<file path="src/rtl/rpn_pkg.sv">
// rtl/rpn_pkg.sv - shared types and constants for the RPN calculator input front-end
package rpn_pkg;

    localparam int OPCODE_WIDTH       = 2;
    localparam int DEFAULT_DATA_WIDTH = 4;

    typedef enum logic [1:0] {
        ST_IDLE     = 2'd0,
        ST_ISSUE    = 2'd1,
        ST_WAIT_REL = 2'd2
    } fe_state_t;

    // Width of a counter that runs 0..n-1; never narrower than one bit.
    function automatic int cnt_width(input int n);
        return (n < 2) ? 1 : $clog2(n);
    endfunction

endpackage

</file>
<file path="src/rtl/rpn_input_frontend_if.sv">
// rtl/rpn_input_frontend_if.sv - command bus from the input front-end to the calculator
interface rpn_input_frontend_if #(
    parameter int data_width = rpn_pkg::DEFAULT_DATA_WIDTH
);

    logic                              push;
    logic                              func;
    logic [data_width-1:0]             dataIn;
    logic [rpn_pkg::OPCODE_WIDTH-1:0]  ALU_opcode;
    logic                              busy;

    modport master (
        output push,
        output func,
        output dataIn,
        output ALU_opcode,
        output busy
    );

    modport slave (
        input push,
        input func,
        input dataIn,
        input ALU_opcode,
        input busy
    );

endinterface

</file>
<file path="src/rtl/button_debouncer.sv">
// rtl/button_debouncer.sv - two-flop synchroniser, stability counter and press pulse for one button
module button_debouncer
    import rpn_pkg::*;
#(
    parameter int DEBOUNCE_CYCLES = 1000
) (
    input  logic clk,
    input  logic rst_n,
    input  logic btn_raw,
    output logic level,
    output logic rise
);

    localparam int             CW       = cnt_width(DEBOUNCE_CYCLES);
    localparam logic [CW-1:0]  CNT_LAST = CW'(DEBOUNCE_CYCLES - 1);

    logic          sync_q1;
    logic          sync_q2;
    logic          level_q;
    logic [CW-1:0] cnt;

    // The level only flips after DEBOUNCE_CYCLES consecutive differing samples.
    always_ff @(posedge clk or negedge rst_n) begin
        if (!rst_n) begin
            sync_q1 <= 1'b0;
            sync_q2 <= 1'b0;
            level   <= 1'b0;
            level_q <= 1'b0;
            cnt     <= '0;
        end else begin
            sync_q1 <= btn_raw;
            sync_q2 <= sync_q1;
            level_q <= level;
            if (sync_q2 == level) begin
                cnt <= '0;
            end else if (cnt == CNT_LAST) begin
                level <= ~level;
                cnt   <= '0;
            end else begin
                cnt <= cnt + CW'(1);
            end
        end
    end

    assign rise = level & ~level_q;

endmodule

</file>
<file path="src/rtl/rpn_input_frontend.sv">
// rtl/rpn_input_frontend.sv - button/switch front-end issuing one held command per press
module rpn_input_frontend
    import rpn_pkg::*;
#(
    parameter int data_width      = DEFAULT_DATA_WIDTH,
    parameter int DEBOUNCE_CYCLES = 1000,
    parameter int HOLD_CYCLES     = 4
) (
    input  logic                    clk,
    input  logic                    rst_n,
    input  logic                    btn_push_raw,
    input  logic                    btn_func_raw,
    input  logic [data_width-1:0]   sw_data,
    input  logic [OPCODE_WIDTH-1:0] sw_op,
    rpn_input_frontend_if.master    cmd
);

    localparam int             HW        = cnt_width(HOLD_CYCLES);
    localparam logic [HW-1:0]  HOLD_LAST = HW'(HOLD_CYCLES - 1);

    logic      level_push;
    logic      level_func;
    logic      rise_push;
    logic      rise_func;
    fe_state_t state;
    logic [HW-1:0] hold_cnt;

    button_debouncer #(.DEBOUNCE_CYCLES(DEBOUNCE_CYCLES)) u_deb_push (
        .clk     (clk),
        .rst_n   (rst_n),
        .btn_raw (btn_push_raw),
        .level   (level_push),
        .rise    (rise_push)
    );

    button_debouncer #(.DEBOUNCE_CYCLES(DEBOUNCE_CYCLES)) u_deb_func (
        .clk     (clk),
        .rst_n   (rst_n),
        .btn_raw (btn_func_raw),
        .level   (level_func),
        .rise    (rise_func)
    );

    // Push wins a simultaneous press; presses outside IDLE are dropped, not queued.
    always_ff @(posedge clk or negedge rst_n) begin
        if (!rst_n) begin
            state          <= ST_IDLE;
            hold_cnt       <= '0;
            cmd.push       <= 1'b0;
            cmd.func       <= 1'b0;
            cmd.dataIn     <= '0;
            cmd.ALU_opcode <= '0;
            cmd.busy       <= 1'b0;
        end else begin
            case (state)
                ST_IDLE: begin
                    if (rise_push || rise_func) begin
                        state          <= ST_ISSUE;
                        hold_cnt       <= '0;
                        cmd.push       <= rise_push;
                        cmd.func       <= ~rise_push;
                        cmd.dataIn     <= sw_data;
                        cmd.ALU_opcode <= sw_op;
                        cmd.busy       <= 1'b1;
                    end
                end
                ST_ISSUE: begin
                    if (hold_cnt == HOLD_LAST) begin
                        state    <= ST_WAIT_REL;
                        cmd.push <= 1'b0;
                        cmd.func <= 1'b0;
                    end else begin
                        hold_cnt <= hold_cnt + HW'(1);
                    end
                end
                ST_WAIT_REL: begin
                    if (!level_push && !level_func) begin
                        state    <= ST_IDLE;
                        cmd.busy <= 1'b0;
                    end
                end
                default: begin
                    state    <= ST_IDLE;
                    cmd.push <= 1'b0;
                    cmd.func <= 1'b0;
                    cmd.busy <= 1'b0;
                end
            endcase
        end
    end

endmodule

</file>
<file path="src/flat_wrapper.sv">
// flat-port wrapper written by rule: the top's interface ports become plain ports
module rpn_input_frontend_flat import rpn_pkg::*;
#(
    parameter int data_width      = DEFAULT_DATA_WIDTH,
    parameter int DEBOUNCE_CYCLES = 1000,
    parameter int HOLD_CYCLES     = 4
)
  (clk, rst_n, btn_push_raw, btn_func_raw, sw_data, sw_op, cmd_push, cmd_func, cmd_dataIn, cmd_ALU_opcode, cmd_busy);
  rpn_input_frontend_if #(.data_width(data_width)) cmd_i ();
  input  logic clk;
  input  logic rst_n;
  input  logic btn_push_raw;
  input  logic btn_func_raw;
  input  logic [data_width-1:0] sw_data;
  input  logic [OPCODE_WIDTH-1:0] sw_op;
  output wire logic [$bits(cmd_i.push)-1:0] cmd_push;
  output wire logic [$bits(cmd_i.func)-1:0] cmd_func;
  output wire logic [$bits(cmd_i.dataIn)-1:0] cmd_dataIn;
  output wire logic [$bits(cmd_i.ALU_opcode)-1:0] cmd_ALU_opcode;
  output wire logic [$bits(cmd_i.busy)-1:0] cmd_busy;
  assign cmd_push = cmd_i.push;
  assign cmd_func = cmd_i.func;
  assign cmd_dataIn = cmd_i.dataIn;
  assign cmd_ALU_opcode = cmd_i.ALU_opcode;
  assign cmd_busy = cmd_i.busy;
  rpn_input_frontend #(.data_width(data_width), .DEBOUNCE_CYCLES(DEBOUNCE_CYCLES), .HOLD_CYCLES(HOLD_CYCLES)) u_core (.clk(clk), .rst_n(rst_n), .btn_push_raw(btn_push_raw), .btn_func_raw(btn_func_raw), .sw_data(sw_data), .sw_op(sw_op), .cmd(cmd_i));
endmodule
</file>
<file path="config.mk">
export PLATFORM = sky130hd
export DESIGN_NAME = rpn_input_frontend_flat
export DESIGN_NICKNAME = d
export VERILOG_FILES = /design/src/rtl/rpn_pkg.sv /design/src/rtl/rpn_input_frontend_if.sv /design/src/rtl/button_debouncer.sv /design/src/rtl/rpn_input_frontend.sv /design/src/flat_wrapper.sv
export SDC_FILE = /design/constraint.sdc
export NUM_CORES = 1
export LEC_CHECK = 0
export BUFFER_PORTS_ARGS = -buffer_cell sky130_fd_sc_hd__buf_2
export CAP_MARGIN = 15
export CORE_MARGIN = 8
export CORE_UTILIZATION = 30
export DETAILED_ROUTE_END_ITERATION = 8
export SLEW_MARGIN = 20
export SYNTH_ARGS = -nofsm -noshare
export SYNTH_HDL_FRONTEND = slang
export SYNTH_SLANG_ARGS = --single-unit
</file>
<file path="constraint.sdc">
create_clock -name clk -period 1.7 [get_ports clk]
set_clock_uncertainty 0.1 [all_clocks]
set_input_delay 0.17 -clock clk [delete_from_list [all_inputs] [get_ports clk]]
set_output_delay 0.17 -clock clk [all_outputs]
set_load 0.01 [all_outputs]
</file>
==> reports/summary.log <==
INFO  sta            hold_viol=0
INFO  worst_hold_path sink_of_the_worst_hold_path=u_core.cmd.dataIn[0]
INFO  clock_tree     clock_pin_slew_of_the_registers_on_the_worst_case_setup_and_hold_paths=80ps
INFO  floorplanning  placement_rows=28
INFO  yosys          synth_top_area_share=55.9%
INFO  worst_setup_path crit_path_top_delay_cell=dfrtp_1
INFO  drt            route.detailed.vias_per_inst=4.65
INFO  yosys          yosys_warnings=0
INFO  placed_design  io_buffers=18
INFO  cells_and_area finalNetCount=216
INFO  global_route   global_route.overflow_total=0
INFO  sta            period_share=94.4%
INFO  global_route   via_count_of_the_first_global_routing_pass=1290
INFO  power          power.static_leakage=1.11nW
INFO  yosys          synth.ff_latch_count=41
INFO  drt            dr_total_vias=1298
INFO  clock_tree     number_of_buffers_inserted_during_clock_tree_synthesis=5
INFO  floorplanning  chipHeight=94.2um
INFO  sta            worstMarginPinSlew=513ps
INFO  floorplanning  boundaryPins=19
INFO  floorplanning  coreArea=5920um2
INFO  power          totalPowerFinal=0.00189W
INFO  flow_run       maxCapViolCount=0
INFO  sta            timing.setup.tns=0ps
INFO  worst_setup_path worst_ep_arrival_time=1680ps
INFO  worst_setup_path setup.worst_path.start_class=flop
INFO  drt            drt_pre_antenna_iters=4
INFO  cells_and_area mostFrequentLayoutCells=dfrtp_1, nor2_1, buf_2
INFO  placed_design  gp_routability_congestion=0.782
INFO  clock_tree     tritoncts=done
INFO  cells_and_area areaGrowthSynthToFinish=23.8%
INFO  placed_design  postPlaceCellArea=2070um2
INFO  sta            timing.final.crit_period=1600ps
INFO  worst_setup_path critical_r2r_launch=u_core.u_deb_push.cnt[0]
INFO  clock_tree     cts_root_buf=clkbuf_8
INFO  worst_setup_path end_kind=flop
INFO  drt            routedWlPerCell=12.1um
INFO  cells_and_area diodes=0
INFO  worst_setup_path worstReg2RegEnd=u_core.u_deb_push.level
INFO  placed_design  hpwl=2210um
INFO  global_route   grt_resource_usage_total=8.09%
INFO  worst_setup_path critical_path_class=reg2reg
INFO  worst_hold_path hold_path_depth=2
INFO  yosys          synth.lib_cells_used.distinct=32
INFO  worst_setup_path timing.reg2reg.setup_slack=100ps
INFO  global_route   grt_first_pass_wirelength=5780um
INFO  yosys          synth_area_per_cell=11.2um2
INFO  cells_and_area final_common_cell=dfrtp_1
INFO  floorplanning  initial_core_utilization=31.0%
INFO  cells_and_area finalCoreUtilization=38.4%
INFO  placed_design  placement.setup.worst_slack=57.2ps
INFO  worst_hold_path min_path_type=in2reg
INFO  floorplanning  fp.dieArea=8880um2
INFO  drt            drc=0
INFO  yosys          synth.net_count=177
INFO  drt            drtIter0Drc=43
INFO  power          max-vdd-ir-drop=298uV
INFO  clock_tree     htree_levels=2
INFO  clock_tree     cts_num_sinks=41
INFO  cells_and_area post-route-cell-area=2270um2
INFO  drt            detail_route.wirelength=3370um
INFO  yosys          synth_top_area_cell=dfrtp_1
INFO  worst_setup_path cp_slowest_stage_delay=400ps
INFO  sta            timing_max_transition_violations_final=0
INFO  clock_tree     cts.repair_timing.setup_buffer_count=0
INFO  drt            detail-route-antenna-nets=0
INFO  worst_setup_path worst-path-max-fanout=5
INFO  sta            clock.fmax=623MHz
INFO  global_route   grt_max_degree=42
INFO  clock_tree     clock_latency=290ps
INFO  yosys          netlist_area=1840um2
INFO  sta            postLayoutSetupSlackWorst=95.0ps
INFO  cells_and_area post_route_cells_drive_above_1_share=18.1%
INFO  worst_setup_path cp_cell_instances=ha_1, and4bb_1, nand3_1, mux2_1
INFO  run_status     outcome=finished clean
INFO  worst_setup_path critical-path-top-delay-family=flip-flops
INFO  global_route   grt_antenna_before_repair=0
INFO  yosys          postSynthCellCount=164
INFO  yosys          synth_top_cells_by_area=dfrtp_1, mux2_1, xor2_1
INFO  yosys          share_of_synthesized_area_occupied_by_flip_flops_and_latches=55.9%
INFO  sta            rsz0062_at_grt=no
INFO  power          power-per-cell-area=829nW/um2
INFO  worst_setup_path cp_data_required_time=1770ps
INFO  sta            finalSetupViolations=0
INFO  floorplanning  die_x=94.2um
INFO  cells_and_area fillerInstances=587
INFO  worst_setup_path cp_num_buf_inv=0
INFO  worst_setup_path worst_r2r_path_depth=4
INFO  sta            relSlewSlack=65.8%
INFO  worst_hold_path holdCritStartpoint=sw_data[0]
INFO  clock_tree     max-clock-path-buffers=2
-- worst register-to-register path, cell delays in order, from the launching register on --
cell	delay (ps)
dfrtp_1	400
ha_1	270
and4bb_1	240
nand3_1	140
mux2_1	340
-- registers in the layout, summed over array words and instances (netlist names) --
name,flops
u_core.cmd.ALU_opcode,2
u_core.cmd.busy,1
u_core.cmd.dataIn,4
u_core.cmd.func,1
u_core.cmd.push,1
u_core.hold_cnt,2
u_core.state,2
u_core.u_deb_func.cnt,10
u_core.u_deb_func.level,1
u_core.u_deb_func.level_q,1
u_core.u_deb_func.sync_q1,1
u_core.u_deb_func.sync_q2,1
u_core.u_deb_push.cnt,10
u_core.u_deb_push.level,1
u_core.u_deb_push.level_q,1
u_core.u_deb_push.sync_q1,1
u_core.u_deb_push.sync_q2,1
-- synthesized netlist by cell type (all sizes together) --
library cell  instances
o21bai                1
mux2                  9
dfrtp                41
clkbuf                1
a21o                  3
and3                  5
a21oi                 4
a31oi                 2
o211a                 1
nand4                 3
nor2                 23
inv                   3
nor3b                 1
nand2                 9
a311o                 1
or3                   1
nand3                10
nor2b                 3
nand2b                5
nor4b                 1
and4                  2
o21ai                12
xor2                 10
nor3                  1
nand3b                1
ha                    3
and4bb                2
xnor2                 6
-- layout make-up --
type	count	area (um2)	area share [%]
clock buffers	7	86.3	3.80
clock inverters	1	30.0	1.32
inverters	3	11.3	0.495
multi-input cells	119	805	35.4
flip-flops and latches	41	1030	45.1
well taps	75	93.8	4.13
repair buffers	33	223	9.79
-- worst max-delay path by stage --
stage / to / cells past startpoint / from
after floorplan: u_core.u_deb_func.cnt[7] / 5 / u_core.u_deb_func.cnt[0]
after global placement: u_core.u_deb_func.cnt[7] / 5 / u_core.u_deb_func.cnt[0]
after detailed placement: u_core.u_deb_func.cnt[7] / 5 / u_core.u_deb_func.cnt[0]
after CTS: u_core.u_deb_func.cnt[7] / 5 / u_core.u_deb_func.cnt[0]
after global routing: u_core.u_deb_push.level / 4 / u_core.u_deb_push.cnt[0]
final: u_core.u_deb_push.level / 4 / u_core.u_deb_push.cnt[0]
-- layer usage --
metal	up-vias	track usage, %	share of wire [%]	routed length (um)
li1	645	-	-	-
met1	619	9.58	47	1580
met2	29	12.9	46	1550
met3	5	2.08	5.0	170
met4	0	4.89	2.1	70
met5	-	0	0	0
-- through the flow --
step,hold WS [ps],instances
2_1_floorplan,-226,164
3_3_place_gp,170,263
3_5_place_dp,173,263
4_1_cts,0.747,279
5_1_grt,4.04,279
6_report,7.12,279
-- cell families (layout without fill, tap and decap cells) --
logic type / Yosys count / count (layout) / synth area share [%]
AND/OR/NAND/NOR: 67 / 67 / 20.4
AO/OA/AOI/OAI: 24 / 24 / 7.77
buffers and inverters: 4 / 44 / 0.817
XOR/XNOR: 16 / 16 / 7.63
multiplexers: 9 / 9 / 5.52
adder cells (fa/ha/maj): 3 / 3 / 2.04
flip-flops: 41 / 41 / 55.9
-- power by group --
| group | switching (W) | total, W | internal (W) |
|---|---|---|---|
| Sequential | 0.0000156 | 0.00101 | 0.000991 |
| Clock | 0.000321 | 0.000799 | 0.000479 |
| Combinational | 0.0000421 | 0.0000796 | 0.0000375 |
| Total | 0.000378 | 0.00189 | 0.00151 |
-- timing repair --
action                                 CTS  global route
hold buffers                             8             0
setup endpoints to repair                0             8
resized for setup                        0             2
endpoints found under the hold margin   48             0
(Power assumes the default switching activity.)
